File: src/rtl/z80fi_check_sequencer.sv
// Sequences a per-instruction formal checker over a z80fi retirement trace:
// holds it in reset while the core settles, then fires one check strobe on the target retirement.
module z80fi_check_sequencer #(
    parameter int CHECK_INSN    = 4,
    parameter int CNT_W         = 8,
    parameter int SETTLE_CYCLES = 2,
    parameter int MAX_CYCLES    = 64
) (
    input  logic             clk,
    input  logic             reset_n,
    input  logic             z80fi_valid,
    input  logic [15:0]      z80fi_reg_ip_in,
    input  logic [15:0]      z80fi_reg_ip_out,
    output logic             checker_reset,
    output logic             check,
    output logic [CNT_W-1:0] retire_count,
    output logic             done,
    output logic             timeout,
    output logic             chain_err,
    output logic [2:0]       state
);

    typedef enum logic [2:0] {
        HOLD    = 3'd0,
        SETTLE  = 3'd1,
        COUNT   = 3'd2,
        CHECKED = 3'd3,
        TIMEOUT = 3'd4
    } state_t;

    localparam logic [CNT_W-1:0] TARGET      = CNT_W'(CHECK_INSN - 1);
    localparam logic [3:0]       SETTLE_LAST = 4'(SETTLE_CYCLES - 1);
    localparam logic [15:0]      CYCLE_LAST  = 16'(MAX_CYCLES - 1);

    state_t      state_q;
    logic [3:0]  settle_cnt;
    logic [15:0] cycle_cnt;
    logic        have_prev;
    logic [15:0] prev_ip;

    function automatic logic [CNT_W-1:0] sat_inc(input logic [CNT_W-1:0] v);
        return (&v) ? v : v + CNT_W'(1);
    endfunction

    assign state = state_q;

    // Zero-latency strobe: the checker must see it in the same cycle the target retires.
    always_comb begin
        check = (state_q == COUNT) && z80fi_valid && (retire_count == TARGET);
    end

    always_ff @(posedge clk or negedge reset_n) begin
        if (!reset_n) begin
            state_q       <= HOLD;
            checker_reset <= 1'b1;
            retire_count  <= '0;
            done          <= 1'b0;
            timeout       <= 1'b0;
            chain_err     <= 1'b0;
            settle_cnt    <= '0;
            cycle_cnt     <= '0;
            have_prev     <= 1'b0;
            prev_ip       <= '0;
        end else begin
            case (state_q)
                HOLD: state_q <= SETTLE;
                SETTLE: begin
                    settle_cnt <= settle_cnt + 4'd1;
                    if (settle_cnt == SETTLE_LAST) begin
                        state_q       <= COUNT;
                        checker_reset <= 1'b0;
                    end
                end
                COUNT: begin
                    cycle_cnt <= cycle_cnt + 16'd1;
                    if (z80fi_valid) begin
                        retire_count <= sat_inc(retire_count);
                        if (have_prev && (z80fi_reg_ip_in != prev_ip)) begin
                            chain_err <= 1'b1;
                        end
                        prev_ip   <= z80fi_reg_ip_out;
                        have_prev <= 1'b1;
                    end
                    // A target retirement on the last budget cycle still counts as checked.
                    if (check) begin
                        state_q <= CHECKED;
                        done    <= 1'b1;
                    end else if (cycle_cnt == CYCLE_LAST) begin
                        state_q <= TIMEOUT;
                        timeout <= 1'b1;
                    end
                end
                default: ;
            endcase
        end
    end

endmodule

File: config.mk
export PLATFORM = sky130hd
export DESIGN_NAME = z80fi_check_sequencer
export DESIGN_NICKNAME = d
export VERILOG_FILES = /design/src/rtl/z80fi_check_sequencer.sv
export SDC_FILE = /design/constraint.sdc
export NUM_CORES = 1
export LEC_CHECK = 0
export CORE_ASPECT_RATIO = 0.7
export CORE_MARGIN = 3
export CORE_UTILIZATION = 45
export CTS_CLUSTER_DIAMETER = 30
export DETAILED_ROUTE_END_ITERATION = 12
export MAX_ROUTING_LAYER = met4
export PLACE_DENSITY = 0.72
export REMOVE_ABC_BUFFERS = 1
export SYNTH_ARGS = -nofsm -noshare
export SYNTH_HDL_FRONTEND = slang
export SYNTH_SLANG_ARGS = --single-unit
File: constraint.sdc
create_clock -name clk -period 2.18 [get_ports clk]
set_clock_uncertainty 0.15 [all_clocks]
set_input_delay 0.436 -clock clk [delete_from_list [all_inputs] [get_ports clk]]
set_output_delay 0.436 -clock clk [all_outputs]
set_load 0.1 [all_outputs]
==> tab_implementation.tex <==
\begin{tabular}{lr}
\hline
Metric & Value \\
\hline
\multicolumn{2}{l}{\textbf{Status}} \\
\quad Result of the run & finished clean \\
\multicolumn{2}{l}{\textbf{Synthesis}} \\
\quad Library cell occupying the most area in the post-synthesis netlist & sky130\_fd\_sc\_hd\_\_dfrtp\_1 \\
\quad Number of distinct standard cells referenced by the synthesized netlist & 33 \\
\quad Leading post-synthesis cells by cell area & sky130\_fd\_sc\_hd\_\_dfrtp\_1, sky130\_fd\_sc\_hd\_\_xor2\_1, sky130\_fd\_sc\_hd\_\_mux2\_2 \\
\quad Asr flop ratio synth & 1.00 \\
\quad EDFF count, synth & 0 \\
\quad Sequential fraction of the synthesis area & 0.553 \\
\quad Synth warn & 0 \\
\quad Synthesized netlist cell count & between 150 and 200 \\
\quad Avg Synthesized Cell Area & 12.2 um2 \\
\quad Area share of the largest cell type after synthesis & 0.541 \\
\quad Most used standard cell by instance count after synthesis & sky130\_fd\_sc\_hd\_\_dfrtp\_1 \\
\quad Count of state elements after synthesis & 52 \\
\quad Most frequently used flop master after synthesis & sky130\_fd\_sc\_hd\_\_dfrtp\_1 \\
\quad Commonest cells post-synth & sky130\_fd\_sc\_hd\_\_dfrtp\_1, sky130\_fd\_sc\_hd\_\_xor2\_1, sky130\_fd\_sc\_hd\_\_mux2\_2 \\
\quad Cell area after synthesis & 0.00236 mm2 \\
\multicolumn{2}{l}{\textbf{Detailed routing}} \\
\quad Starting DRT DRC Count & between 60 and 70 \\
\quad Total wirelength of the detailed-routed design & 4890 um \\
\quad Number of vias after detailed routing & about 1700 \\
\quad Vias/cell & between 4 and 5 \\
\quad First-pass DRT Iterations & 4 \\
\quad DRC Markers & 0 \\
\quad DRT antenna net count & 0 \\
\quad Wire length per cell & between 10 and 15 um \\
\multicolumn{2}{l}{\textbf{Floorplan}} \\
\quad Effective utilization at floorplan & 0.480 \\
\quad Die extent in x & approximately 93 um \\
\quad Die area & between 0.006 and 0.007 mm2 \\
\quad Area of the placeable core & roughly 0.005 mm2 \\
\quad Height of the die & between 60 and 70 um \\
\quad Number of I/O pins & 51 \\
\quad Cell row count & 21 \\
\multicolumn{2}{l}{\textbf{Power and ir drop}} \\
\quad Cell Pwr Density & 516 mW/mm2 \\
\quad Part of the power in registers & 0.565 \\
\quad Power Total & $\sim$1.7 mW \\
\quad Switching power as a share of total power & 0.197 \\
\quad Worst IR Drop VDD & around 0.34 mV \\
\quad Leak & 1.63 nW \\
\quad Int Pwr & $\sim$1.4 mW \\
\quad Part of the power in the clock network & 0.376 \\
\quad Logic pwr share & 0.059 \\
\quad Switching power & 336 uW \\
\multicolumn{2}{l}{\textbf{Global routing}} \\
\quad Maximum number of pins on one net before global-route repair & 53 \\
\quad Global Route Usage Sum & 0.176 \\
\quad Vias in the first global route & around 1700 \\
\quad First-pass GRT wire length & between 8000 and 9000 um \\
\quad Antenna violations before repair & 0 \\
\quad Total gr overflow & 0 \\
\multicolumn{2}{l}{\textbf{Min path}} \\
\quad Worst Hold Launch & settle\_cnt[3] \\
\quad Type of the tightest min-delay check & register to register \\
\quad Hold Path End & settle\_cnt[3] \\
\quad Number of instances on the worst hold path & 1 \\
\multicolumn{2}{l}{\textbf{Worst setup path}} \\
\quad Crit path max fanout & 3 \\
\quad Reg-to-reg endpoint & timeout \\
\quad Reg-to-Reg Start & cycle\_cnt[10] \\
\quad Arrival time of the worst setup path & $\sim$1600 ps \\
\quad Kind of critical path & register to output pin \\
\quad Reg2reg setup slack & 110 ps \\
\quad Required time of the critical path & roughly 1600 ps \\
\quad CP endpoint kind & output pin \\
\quad Origin of the worst setup path & retire\_count[7] \\
\quad Number of cell instances on the worst register-to-register path & 5 \\
\quad Launching element type of the critical path & register \\
\multicolumn{2}{l}{\textbf{CTS}} \\
\quad Clock-pin slew of the registers on the worst-case setup and hold paths & approximately 90 ps \\
\quad Clock network latency to the later pin of the worst-skew pair & roughly 300 ps \\
\quad TritonCTS Buffers & 5 \\
\quad Largest buffer count on any clock path & 2 \\
\quad Clock tree from TritonCTS & built \\
\quad Root Buffer Master & sky130\_fd\_sc\_hd\_\_clkbuf\_8 \\
\quad Clock H-tree levels & 2 \\
\quad Clock sinks & 52 \\
\multicolumn{2}{l}{\textbf{Layout}} \\
\quad Fraction of final layout cells with drive strength greater than 1 & 0.251 \\
\quad Multi-input gate area in the final layout & 0.00105 mm2 \\
\quad Number of antenna diodes & 0 \\
\quad Final nets & roughly 300 \\
\quad Total area of sequential cells & 0.00130 mm2 \\
\quad Syn-to-layout area delta & 40.3\% \\
\quad Fillers & $\sim$390 \\
\multicolumn{2}{l}{\textbf{STA}} \\
\quad Relative slew slack & 0.711 \\
\quad Least-Margin Pin Slew & between 400 and 500 ps \\
\quad RSZ-0062 raised after global routing & yes \\
\quad Slew Limit Fails & 0 \\
\quad Highest achievable clock rate & roughly 470 MHz \\
\quad Post-route setup TNS & 0 ps \\
\quad Fin crit share & 0.982 \\
\quad Final hold slack & roughly 330 ps \\
\quad Hold Violations, Final & 0 \\
\quad Final setup fails & 0 \\
\quad Post-route minimum period & 2140 ps \\
\multicolumn{2}{l}{\textbf{Run}} \\
\quad Number of maximum-capacitance violations & 0 \\
\multicolumn{2}{l}{\textbf{Placed design}} \\
\quad Routability-driven placement congestion ratio & about 0.8 \\
\quad Sum of net half-perimeters after detailed placement & between 3000 and 4000 um \\
\quad IO buf count & 50 \\
\hline
\end{tabular}
==> cell families (layout without fill, tap and decap cells) <==
logic type / Yosys count / after routing / synth area share
multiplexers: 18 / 18 / 0.0860
AO/OA/AOI/OAI: 10 / 10 / 0.0334
XOR/XNOR: 41 / 41 / 0.152
flip-flops: 52 / 52 / 0.553
buffers and inverters: 9 / 83 / 0.0149
AND/OR/NAND/NOR: 59 / 59 / 0.140
adder cells (fa/ha/maj): 4 / 4 / 0.0212
==> layout make-up <==
type / instances / area share
clock inverters: 2 / 0.0106
multi-input cells: 132 / 0.317
repair buffers: 69 / 0.223
well taps: 69 / 0.0261
clock buffers: 6 / 0.0219
inverters: 6 / 0.00681
flip-flops and latches: 52 / 0.394
==> sequential cells by signal (all words and copies together), names as in the netlist <==
register       flops
state              3
have_prev          1
cycle_cnt         16
checker_reset      1
timeout            1
chain_err          1
retire_count       8
done               1
settle_cnt         4
prev_ip           16
==> how the worst max path moves through the flow <==
stage                                 end  slack [ps]
after floorplan           retire_count[1]        -730
after global placement          chain_err          90
after detailed placement  retire_count[2]          40
after CTS                           check          30
after global routing                check         -60
final                               check          40
==> timing repair <==
item / 4_1_cts / 5_1_grt
hold buffers: 1 / 0
pin swaps: 1 / 5
resized for setup: 4 / 3
cloned: 0 / 0
hold endpoints to repair: 51 / 0
setup endpoints to repair: 1 / 2
setup buffers: 0 / 3
==> power groups by stage <==
stage / clock network [mW] / registers, mW / logic [mW]
3_3_place_gp: 0 / 0.983 / 0.101
4_1_cts: 0.661 / 0.964 / 0.103
3_5_place_dp: 0 / 0.983 / 0.101
2_1_floorplan: 0 / 0.983 / 0.0104
5_1_grt: 0.715 / 0.964 / 0.111
6_report: 0.640 / 0.964 / 0.101
==> critical path: stages, from the launching register on <==
cell,delay [ps]
sky130_fd_sc_hd__dfrtp_1,400
sky130_fd_sc_hd__nor4_2,290
sky130_fd_sc_hd__and3_4,250
sky130_fd_sc_hd__nand3_4,70
sky130_fd_sc_hd__inv_2,80
sky130_fd_sc_hd__buf_12,170
==> routing by layer <==
metal | vias to the layer above | part of all wire | track usage
met2 | 34 | 0.46 | 0.266
met1 | 812 | 0.49 | 0.243
li1 | 823 | - | -
met5 | - | 0 | -
met3 | 2 | 0.052 | 0.0440
met4 | 0 | 0.0039 | 0.0333
==> cells in the final DEF (no fill, tap or decap), types with 2 or more instances in the layout <==
cell,instances
sky130_fd_sc_hd__o21bai_1,2
sky130_fd_sc_hd__clkdlybuf4s50_1,33
sky130_fd_sc_hd__or4_1,2
sky130_fd_sc_hd__nand2_1,10
sky130_fd_sc_hd__and3_1,4
sky130_fd_sc_hd__nor2b_1,2
sky130_fd_sc_hd__nand3_1,7
sky130_fd_sc_hd__dfrtp_1,50
sky130_fd_sc_hd__buf_4,23
sky130_fd_sc_hd__or3_1,2
sky130_fd_sc_hd__xnor2_1,16
sky130_fd_sc_hd__nand2b_1,2
sky130_fd_sc_hd__inv_1,5
sky130_fd_sc_hd__nor3_1,4
sky130_fd_sc_hd__nand4_1,7
sky130_fd_sc_hd__buf_12,11
sky130_fd_sc_hd__xor2_1,25
sky130_fd_sc_hd__ha_1,4
sky130_fd_sc_hd__nor2_1,7
sky130_fd_sc_hd__clkbuf_8,5
sky130_fd_sc_hd__nor4_1,6
sky130_fd_sc_hd__mux2_2,18
==> per-stage QoR <==
| step | cell area (um2) | worst slack [ps] | util | cells |
|---|---|---|---|---|
| 2_1_floorplan | 2340 | -725 | - | 190 |
| 3_3_place_gp | 3140 | 88.1 | 0.638 | 324 |
| 3_5_place_dp | 3140 | 36.7 | 0.638 | 324 |
| 4_1_cts | 3270 | 30.4 | 0.665 | 333 |
| 5_1_grt | 3310 | -56.9 | 0.673 | 336 |
| 6_report | 3310 | 39.7 | 0.673 | 336 |
Note: power is estimated with default switching activity, not from simulation.
